`config.mk`:
```
export PLATFORM = sky130hd
export DESIGN_NAME = sram_arbiter
export DESIGN_NICKNAME = d
export VERILOG_FILES = /design/src/rtl/slc3_mem_pkg.sv /design/src/rtl/rr_arb2.sv /design/src/rtl/sram_arbiter.sv
export SDC_FILE = /design/constraint.sdc
export NUM_CORES = 1
export LEC_CHECK = 0
export ABC_CLOCK_PERIOD_IN_PS = 2400
export CELL_PAD_IN_SITES_DETAIL_PLACEMENT = 0
export CELL_PAD_IN_SITES_GLOBAL_PLACEMENT = 2
export CORE_MARGIN = 5
export CORE_UTILIZATION = 21
export CTS_CLUSTER_DIAMETER = 100
export DETAILED_ROUTE_END_ITERATION = 10
export GPL_TIMING_DRIVEN = 0
export PLACE_DENSITY = 0.79
export REMOVE_ABC_BUFFERS = 1
export SYNTH_ARGS = -nofsm -noshare
export SYNTH_HDL_FRONTEND = slang
export SYNTH_SLANG_ARGS = --single-unit
```
`constraint.sdc`:
```
create_clock -name Clk -period 2.4 [get_ports Clk]
set_clock_uncertainty 0.05 [all_clocks]
set_input_delay 0.36 -clock Clk [delete_from_list [all_inputs] [get_ports Clk]]
set_output_delay 0.36 -clock Clk [all_outputs]
set_load 0.005 [all_outputs]
```
`src/rtl/slc3_mem_pkg.sv`:
```
// Shared types and constants for the SLC-3 external SRAM path.
// Imported by the arbiter top and its round-robin picker.
package slc3_mem_pkg;

  typedef enum logic [1:0] {
    IDLE   = 2'd0,
    ACCESS = 2'd1,
    DONE   = 2'd2
  } arb_state_t;

  typedef enum logic {
    PORT_CPU = 1'b0,
    PORT_AUX = 1'b1
  } port_id_t;

  localparam int SRAM_ADDR_W = 20;
  localparam int CNT_W       = 4;

endpackage

```
`src/rtl/rr_arb2.sv`:
```
// Two-request round-robin picker. Combinational only; the owner of the
// previous grant is held in a register by the parent.
module rr_arb2
  import slc3_mem_pkg::*;
(
  input  logic [1:0] req_i,          // bit 0 = CPU, bit 1 = AUX
  input  port_id_t   last_served_i,
  output logic       gnt_valid_o,
  output port_id_t   gnt_id_o
);

  always_comb begin
    gnt_valid_o = |req_i;
    gnt_id_o    = PORT_CPU;
    if (req_i == 2'b11) begin
      // Contention goes to whichever port did not win last time.
      gnt_id_o = (last_served_i == PORT_CPU) ? PORT_AUX : PORT_CPU;
    end else if (req_i[1]) begin
      gnt_id_o = PORT_AUX;
    end
  end

endmodule

```
`src/rtl/sram_arbiter.sv`:
```
// Shares the external 1Mx16 SRAM between the CPU and AUX requesters using a
// fixed-length IDLE -> ACCESS -> DONE cycle with a one-cycle ack per port.
module sram_arbiter
  import slc3_mem_pkg::*;
#(
  parameter int ADDR_W      = 16,
  parameter int DATA_W      = 16,
  parameter int WAIT_CYCLES = 2
) (
  input  logic                   Clk,
  input  logic                   Reset,
  // Handshake: req/we/addr/wdata are held stable by the requester until the
  // one-cycle ack; a req still high the cycle after ack is a new request.
  input  logic                   cpu_req,
  input  logic                   cpu_we,
  input  logic [ADDR_W-1:0]      cpu_addr,
  input  logic [DATA_W-1:0]      cpu_wdata,
  output logic [DATA_W-1:0]      cpu_rdata,
  output logic                   cpu_ack,
  input  logic                   aux_req,
  input  logic                   aux_we,
  input  logic [ADDR_W-1:0]      aux_addr,
  input  logic [DATA_W-1:0]      aux_wdata,
  output logic [DATA_W-1:0]      aux_rdata,
  output logic                   aux_ack,
  output logic                   CE,
  output logic                   UB,
  output logic                   LB,
  output logic                   OE,
  output logic                   WE,
  output logic [SRAM_ADDR_W-1:0] ADDR,
  output logic [DATA_W-1:0]      Data_to_SRAM,
  input  logic [DATA_W-1:0]      Data_from_SRAM,
  output logic                   busy,
  output logic                   grant_aux,
  output arb_state_t             dbg_state_o
);

  localparam logic [CNT_W-1:0] CNT_LOAD = CNT_W'(WAIT_CYCLES - 1);

  arb_state_t        state_q, state_d;
  logic [CNT_W-1:0]  cnt_q, cnt_d;
  logic              we_q, we_d;
  port_id_t          gnt_q, gnt_d;
  port_id_t          last_q, last_d;
  logic [ADDR_W-1:0] addr_q, addr_d;
  logic [DATA_W-1:0] wdata_q, wdata_d;
  logic [DATA_W-1:0] cpu_rdata_q, cpu_rdata_d;
  logic [DATA_W-1:0] aux_rdata_q, aux_rdata_d;

  logic              arb_valid;
  port_id_t          arb_id;

  rr_arb2 u_rr_arb2 (
    .req_i         ({aux_req, cpu_req}),
    .last_served_i (last_q),
    .gnt_valid_o   (arb_valid),
    .gnt_id_o      (arb_id)
  );

  always_ff @(posedge Clk or negedge Reset) begin
    if (!Reset) begin
      state_q     <= IDLE;
      cnt_q       <= '0;
      we_q        <= 1'b0;
      gnt_q       <= PORT_CPU;
      last_q      <= PORT_AUX;  // lets the CPU win the first tie
      addr_q      <= '0;
      wdata_q     <= '0;
      cpu_rdata_q <= '0;
      aux_rdata_q <= '0;
    end else begin
      state_q     <= state_d;
      cnt_q       <= cnt_d;
      we_q        <= we_d;
      gnt_q       <= gnt_d;
      last_q      <= last_d;
      addr_q      <= addr_d;
      wdata_q     <= wdata_d;
      cpu_rdata_q <= cpu_rdata_d;
      aux_rdata_q <= aux_rdata_d;
    end
  end

  always_comb begin
    state_d     = state_q;
    cnt_d       = cnt_q;
    we_d        = we_q;
    gnt_d       = gnt_q;
    last_d      = last_q;
    addr_d      = addr_q;
    wdata_d     = wdata_q;
    cpu_rdata_d = cpu_rdata_q;
    aux_rdata_d = aux_rdata_q;
    CE          = 1'b1;
    UB          = 1'b1;
    LB          = 1'b1;
    OE          = 1'b1;
    WE          = 1'b1;
    cpu_ack     = 1'b0;
    aux_ack     = 1'b0;

    unique case (state_q)
      IDLE: begin
        if (arb_valid) begin
          state_d = ACCESS;
          gnt_d   = arb_id;
          last_d  = arb_id;
          cnt_d   = CNT_LOAD;
          if (arb_id == PORT_AUX) begin
            we_d    = aux_we;
            addr_d  = aux_addr;
            wdata_d = aux_wdata;
          end else begin
            we_d    = cpu_we;
            addr_d  = cpu_addr;
            wdata_d = cpu_wdata;
          end
        end
      end
      ACCESS: begin
        CE = 1'b0;
        UB = 1'b0;
        LB = 1'b0;
        OE = we_q;
        WE = ~we_q;
        if (cnt_q == '0) begin
          state_d = DONE;
          if (!we_q) begin
            if (gnt_q == PORT_AUX) aux_rdata_d = Data_from_SRAM;
            else                   cpu_rdata_d = Data_from_SRAM;
          end
        end else begin
          cnt_d = cnt_q - CNT_W'(1);
        end
      end
      DONE: begin
        state_d = IDLE;
        cpu_ack = (gnt_q == PORT_CPU);
        aux_ack = (gnt_q == PORT_AUX);
      end
      default: state_d = IDLE;
    endcase
  end

  assign ADDR         = {{(SRAM_ADDR_W - ADDR_W){1'b0}}, addr_q};
  assign Data_to_SRAM = wdata_q;
  assign cpu_rdata    = cpu_rdata_q;
  assign aux_rdata    = aux_rdata_q;
  assign busy         = (state_q != IDLE);
  assign grant_aux    = (gnt_q == PORT_AUX);
  assign dbg_state_o  = state_q;

endmodule

```
==> key figures <==
Floorplan
  • Width of the die: 135 µm
  • Core Footprint: around 15000 µm²
  • Number of ports placed on the die boundary: ~170
  • Initial standard-cell utilization of the core: 0.215
  • Standard-cell row count: 45
  • Vertical extent of the die: ~130 µm
  • Area of the die: about 18000 µm²

Power
  • Pwr/cell area: ~1200 nW/µm²
  • Total power draw: a little under 7000 µW
  • VDD IR-drop max: 0.494 mV
  • LEAKAGE: between 0.002 and 0.0025 µW

Run status
  • Result of the run: complete, no violations

Synth
  • Ys Warns: 0
  • Top FF cell, synth: sky130_fd_sc_hd__dfrtp_1
  • Number of unique standard cell types used by synthesis: 38
  • Syn Std Cell Area: 3280 µm²
  • Cells taking the most area after synthesis: sky130_fd_sc_hd__dfrtp_1 (55%), sky130_fd_sc_hd__mux2_2 (8.2%), sky130_fd_sc_hd__nand2_1 (7.7%)
  • Mean Syn Cell Area: 10.7 µm²
  • Post-synth EDFFs: 0
  • Top-area cell type share of the netlist area: 0.549
  • Async S/R FF share, synth: 1.00
  • Number of synthesized register bits: 73
  • Post-synth top area cell: sky130_fd_sc_hd__dfrtp_1
  • Sequential area share after synthesis: 0.557
  • Cell count after synthesis: 306

GRT
  • Wire length of the first global-routing pass: around 18 mm
  • Number of global-route vias before repair: between 3000 and 4000
  • Number of antenna violations at the first check in global routing: 0
  • Global route overflow: 0
  • Pin count of the biggest net entering global routing: a little over 40
  • Global Route Usage Sum: 0.125

Clocking
  • Number of buffers added by the clock tree synthesis step: 9
  • Clock transition time at the flip-flop clock pins of the worst setup and hold paths: around 0.060 ns
  • H-tree depth: 3
  • Worst-Skew Late Latency: 0.34 ns
  • Clock net sink count: 73
  • Deepest clock path buffer count: 2
  • Clock root buffer: sky130_fd_sc_hd__clkbuf_16
  • Clock tree from TritonCTS: yes

Placement
  • Final estimated routing congestion in global placement: 0.770
  • Cell count after placement: approximately 650
  • Port Buffer Count: 160
  • DP HPWL: approximately 7.4 mm

Detailed routing
  • Number of vias in the routed layout: between 2000 and 3000
  • Number of DRC markers after the initial detailed-route iteration: 130
  • Total length of routed wires: approximately 11 mm
  • DR vias/cell: ~4.3
  • Residual antenna-violating net count after detailed routing: 0
  • Average detailed-routed wire length per instance: ~17 µm
  • Drt first pass iters: 4
  • Number of design rule violations left after detail routing: 0

Worst setup path
  • Slowest cell on the critical path: sky130_fd_sc_hd__or4_4
  • Sort of element at the end of the critical path: flop
  • Required arrival time at the worst endpoint: approximately 2.6 ns
  • Number of cell instances on the worst register-to-register path: 5
  • Origin of the critical flop-to-flop path: cnt_q[0]$_DFFE_PN0P_
  • Biggest cell delay along the critical path: slightly above 0.6 ns
  • CP Class: flop to flop
  • Worst reg2reg endpoint: cpu_rdata[1]$_DFFE_PN0P_
  • Maximum net fanout on the critical path: 16
  • FF-to-FF setup slack: approximately 0.12 ns
  • Worst Setup Start Kind: flop
  • Worst setup path startpoint: cnt_q[0]$_DFFE_PN0P_
  • Worst setup path end: cpu_rdata[1]$_DFFE_PN0P_
  • Cell breakdown of the critical path: inv_1 > ha_1 > or3b_4 > or4_4 > mux2_4
  • Worst Path Arrival: roughly 2.5 ns

Hold path
  • Type of the worst min-delay path: flop to flop

STA
  • Final period utilization: 0.949
  • Slew headroom: 0.376
  • Count of pins over their slew limit: 0
  • Clock period minus worst slack: ~2.3 ns
  • Transition time at the pin with the least slew margin: 0.934 ns
  • Final setup violation count: 0
  • RSZ-0062 raised after global routing: false
  • Final hold violation count: 0
  • Timing-limited maximum frequency: around 440 MHz

Layout
  • Area Growth Syn to Fin: 65.4%
  • Sequential cell area in the final layout: ~1800 µm²
  • Highest-count cells in the layout ignoring fill and taps: sky130_fd_sc_hd__clkdlybuf4s50_1 (159), sky130_fd_sc_hd__dfrtp_1 (71), sky130_fd_sc_hd__nand2_1 (67), sky130_fd_sc_hd__a21oi_1 (34), sky130_fd_sc_hd__a31oi_1 (33)
  • Final-stage net count: 547
  • Count of inserted antenna diode cells: 0
  • Count of placed standard cells in the final layout, fillers left out: between 600 and 700
  • Proportion of layout cells with a drive suffix above 1: 0.144
  • Area of the multi-input gates: approximately 1300 µm²
  • Final-layout fill cell count: about 1600
  • Commonest non-fill, non-tap cell in the layout: sky130_fd_sc_hd__clkdlybuf4s50_1

Run
  • # Max-Cap Violations: 0
[worst min-delay path by stage]
stage / from / to / depth (start not counted)
after floorplan: Reset / Data_to_SRAM[0]$_DFFE_PN0P_ / 0
after CTS: aux_rdata[8]$_DFFE_PN0P_ / aux_rdata[8]$_DFFE_PN0P_ / 1
after detailed placement: Reset / cpu_rdata[2]$_DFFE_PN0P_ / 1
after global routing: aux_rdata[8]$_DFFE_PN0P_ / aux_rdata[8]$_DFFE_PN0P_ / 1
final: aux_rdata[8]$_DFFE_PN0P_ / aux_rdata[8]$_DFFE_PN0P_ / 1
after global placement: aux_rdata[11]$_DFFE_PN0P_ / aux_rdata[11]$_DFFE_PN0P_ / 1
[worst max-delay path, delay by kind of cell (launching register included)]
kind,cells,cell delay (ns)
flops,1,0.40
simple gates,2,1.03
buf+inv,1,0.12
fa+ha+maj,1,0.19
mux,1,0.36
[synthesized netlist by cell type, types with 2 or more instances]
library cell,count
sky130_fd_sc_hd__a31oi_1,33
sky130_fd_sc_hd__mux2_4,10
sky130_fd_sc_hd__mux2_2,24
sky130_fd_sc_hd__buf_6,2
sky130_fd_sc_hd__nor2_1,2
sky130_fd_sc_hd__nand2_1,67
sky130_fd_sc_hd__a21oi_1,34
sky130_fd_sc_hd__buf_4,6
sky130_fd_sc_hd__buf_1,3
sky130_fd_sc_hd__or4_1,2
sky130_fd_sc_hd__clkbuf_1,15
sky130_fd_sc_hd__inv_1,5
sky130_fd_sc_hd__nor3b_1,2
sky130_fd_sc_hd__nor3_1,3
sky130_fd_sc_hd__o21ai_0,3
sky130_fd_sc_hd__dfrtp_1,72
sky130_fd_sc_hd__ha_1,2
[flip-flops by register name (all words and copies together), names as in the netlist]
| register | cells |
|---|---|
| last_q | 1 |
| dbg_state_o | 2 |
| grant_aux | 1 |
| aux_rdata | 16 |
| we_q | 1 |
| Data_to_SRAM | 16 |
| addr_q | 16 |
| cpu_rdata | 16 |
| cnt_q | 4 |
[through the flow]
step | hold WS [ns] | util | worst slack (ns) | TNS [ns] | area, µm²
global placement | 0.436 | 0.327 | -2.13 | -213.16 | 5000
CTS | 0.455 | 0.355 | 0.0104 | 0 | 5420
global route | 0.464 | 0.356 | 0.0481 | 0 | 5430
floorplan | 0.0144 | - | -0.524 | -11.36 | 3130
finish | 0.451 | 0.356 | 0.122 | 0 | 5430
detailed placement | 0.326 | 0.331 | -0.620 | -24.67 | 5050
[cell families (layout without fill, tap and decap cells)]
group                      count (synthesis)  count (layout)  synth area share
buffers and inverters                     34             188            0.0557
muxes                                     35              35             0.131
and+or+nand+nor                           85              86             0.113
DFF                                       73              73             0.557
AOI/OAI and AO/OA                         76              76             0.134
adders and majority gates                  2               2           0.00763
other                                      1               4           0.00114
[cell type report]
cell class,count,share of cell area
inverter,6,0.00415
clock buffer,10,0.0422
timing repair buffer,166,0.308
sequential,73,0.337
multi-input combinational,203,0.243
tap,211,0.0487
clock inverter,6,0.0171
[repair_timing]
item                                   in CTS  in global routing
gates resized for setup                     2                  3
setup endpoints to repair                  69                  9
pin swaps                                   2                  0
endpoints found under the hold margin      39                  0
buffers inserted                            3                  0
hold buffers                                1                  0
gates cloned                                1                  0
[where the power goes]
group / internal [µW] / switching [µW]
clock network: 914 / 544
registers: 1870 / 411
logic: 1870 / 1170
[routing by layer]
| layer | global-route usage | vias to the layer above | routed length (µm) |
|---|---|---|---|
| met5 | 0 | - | 0 |
| met4 | 0.0342 | 0 | 157 |
| met3 | 0.0645 | 9 | 1160 |
| met2 | 0.201 | 129 | 5010 |
| met1 | 0.148 | 1399 | 4820 |
| li1 | - | 1369 | - |
No activity file was read; power rests on OpenSTA's default activity.
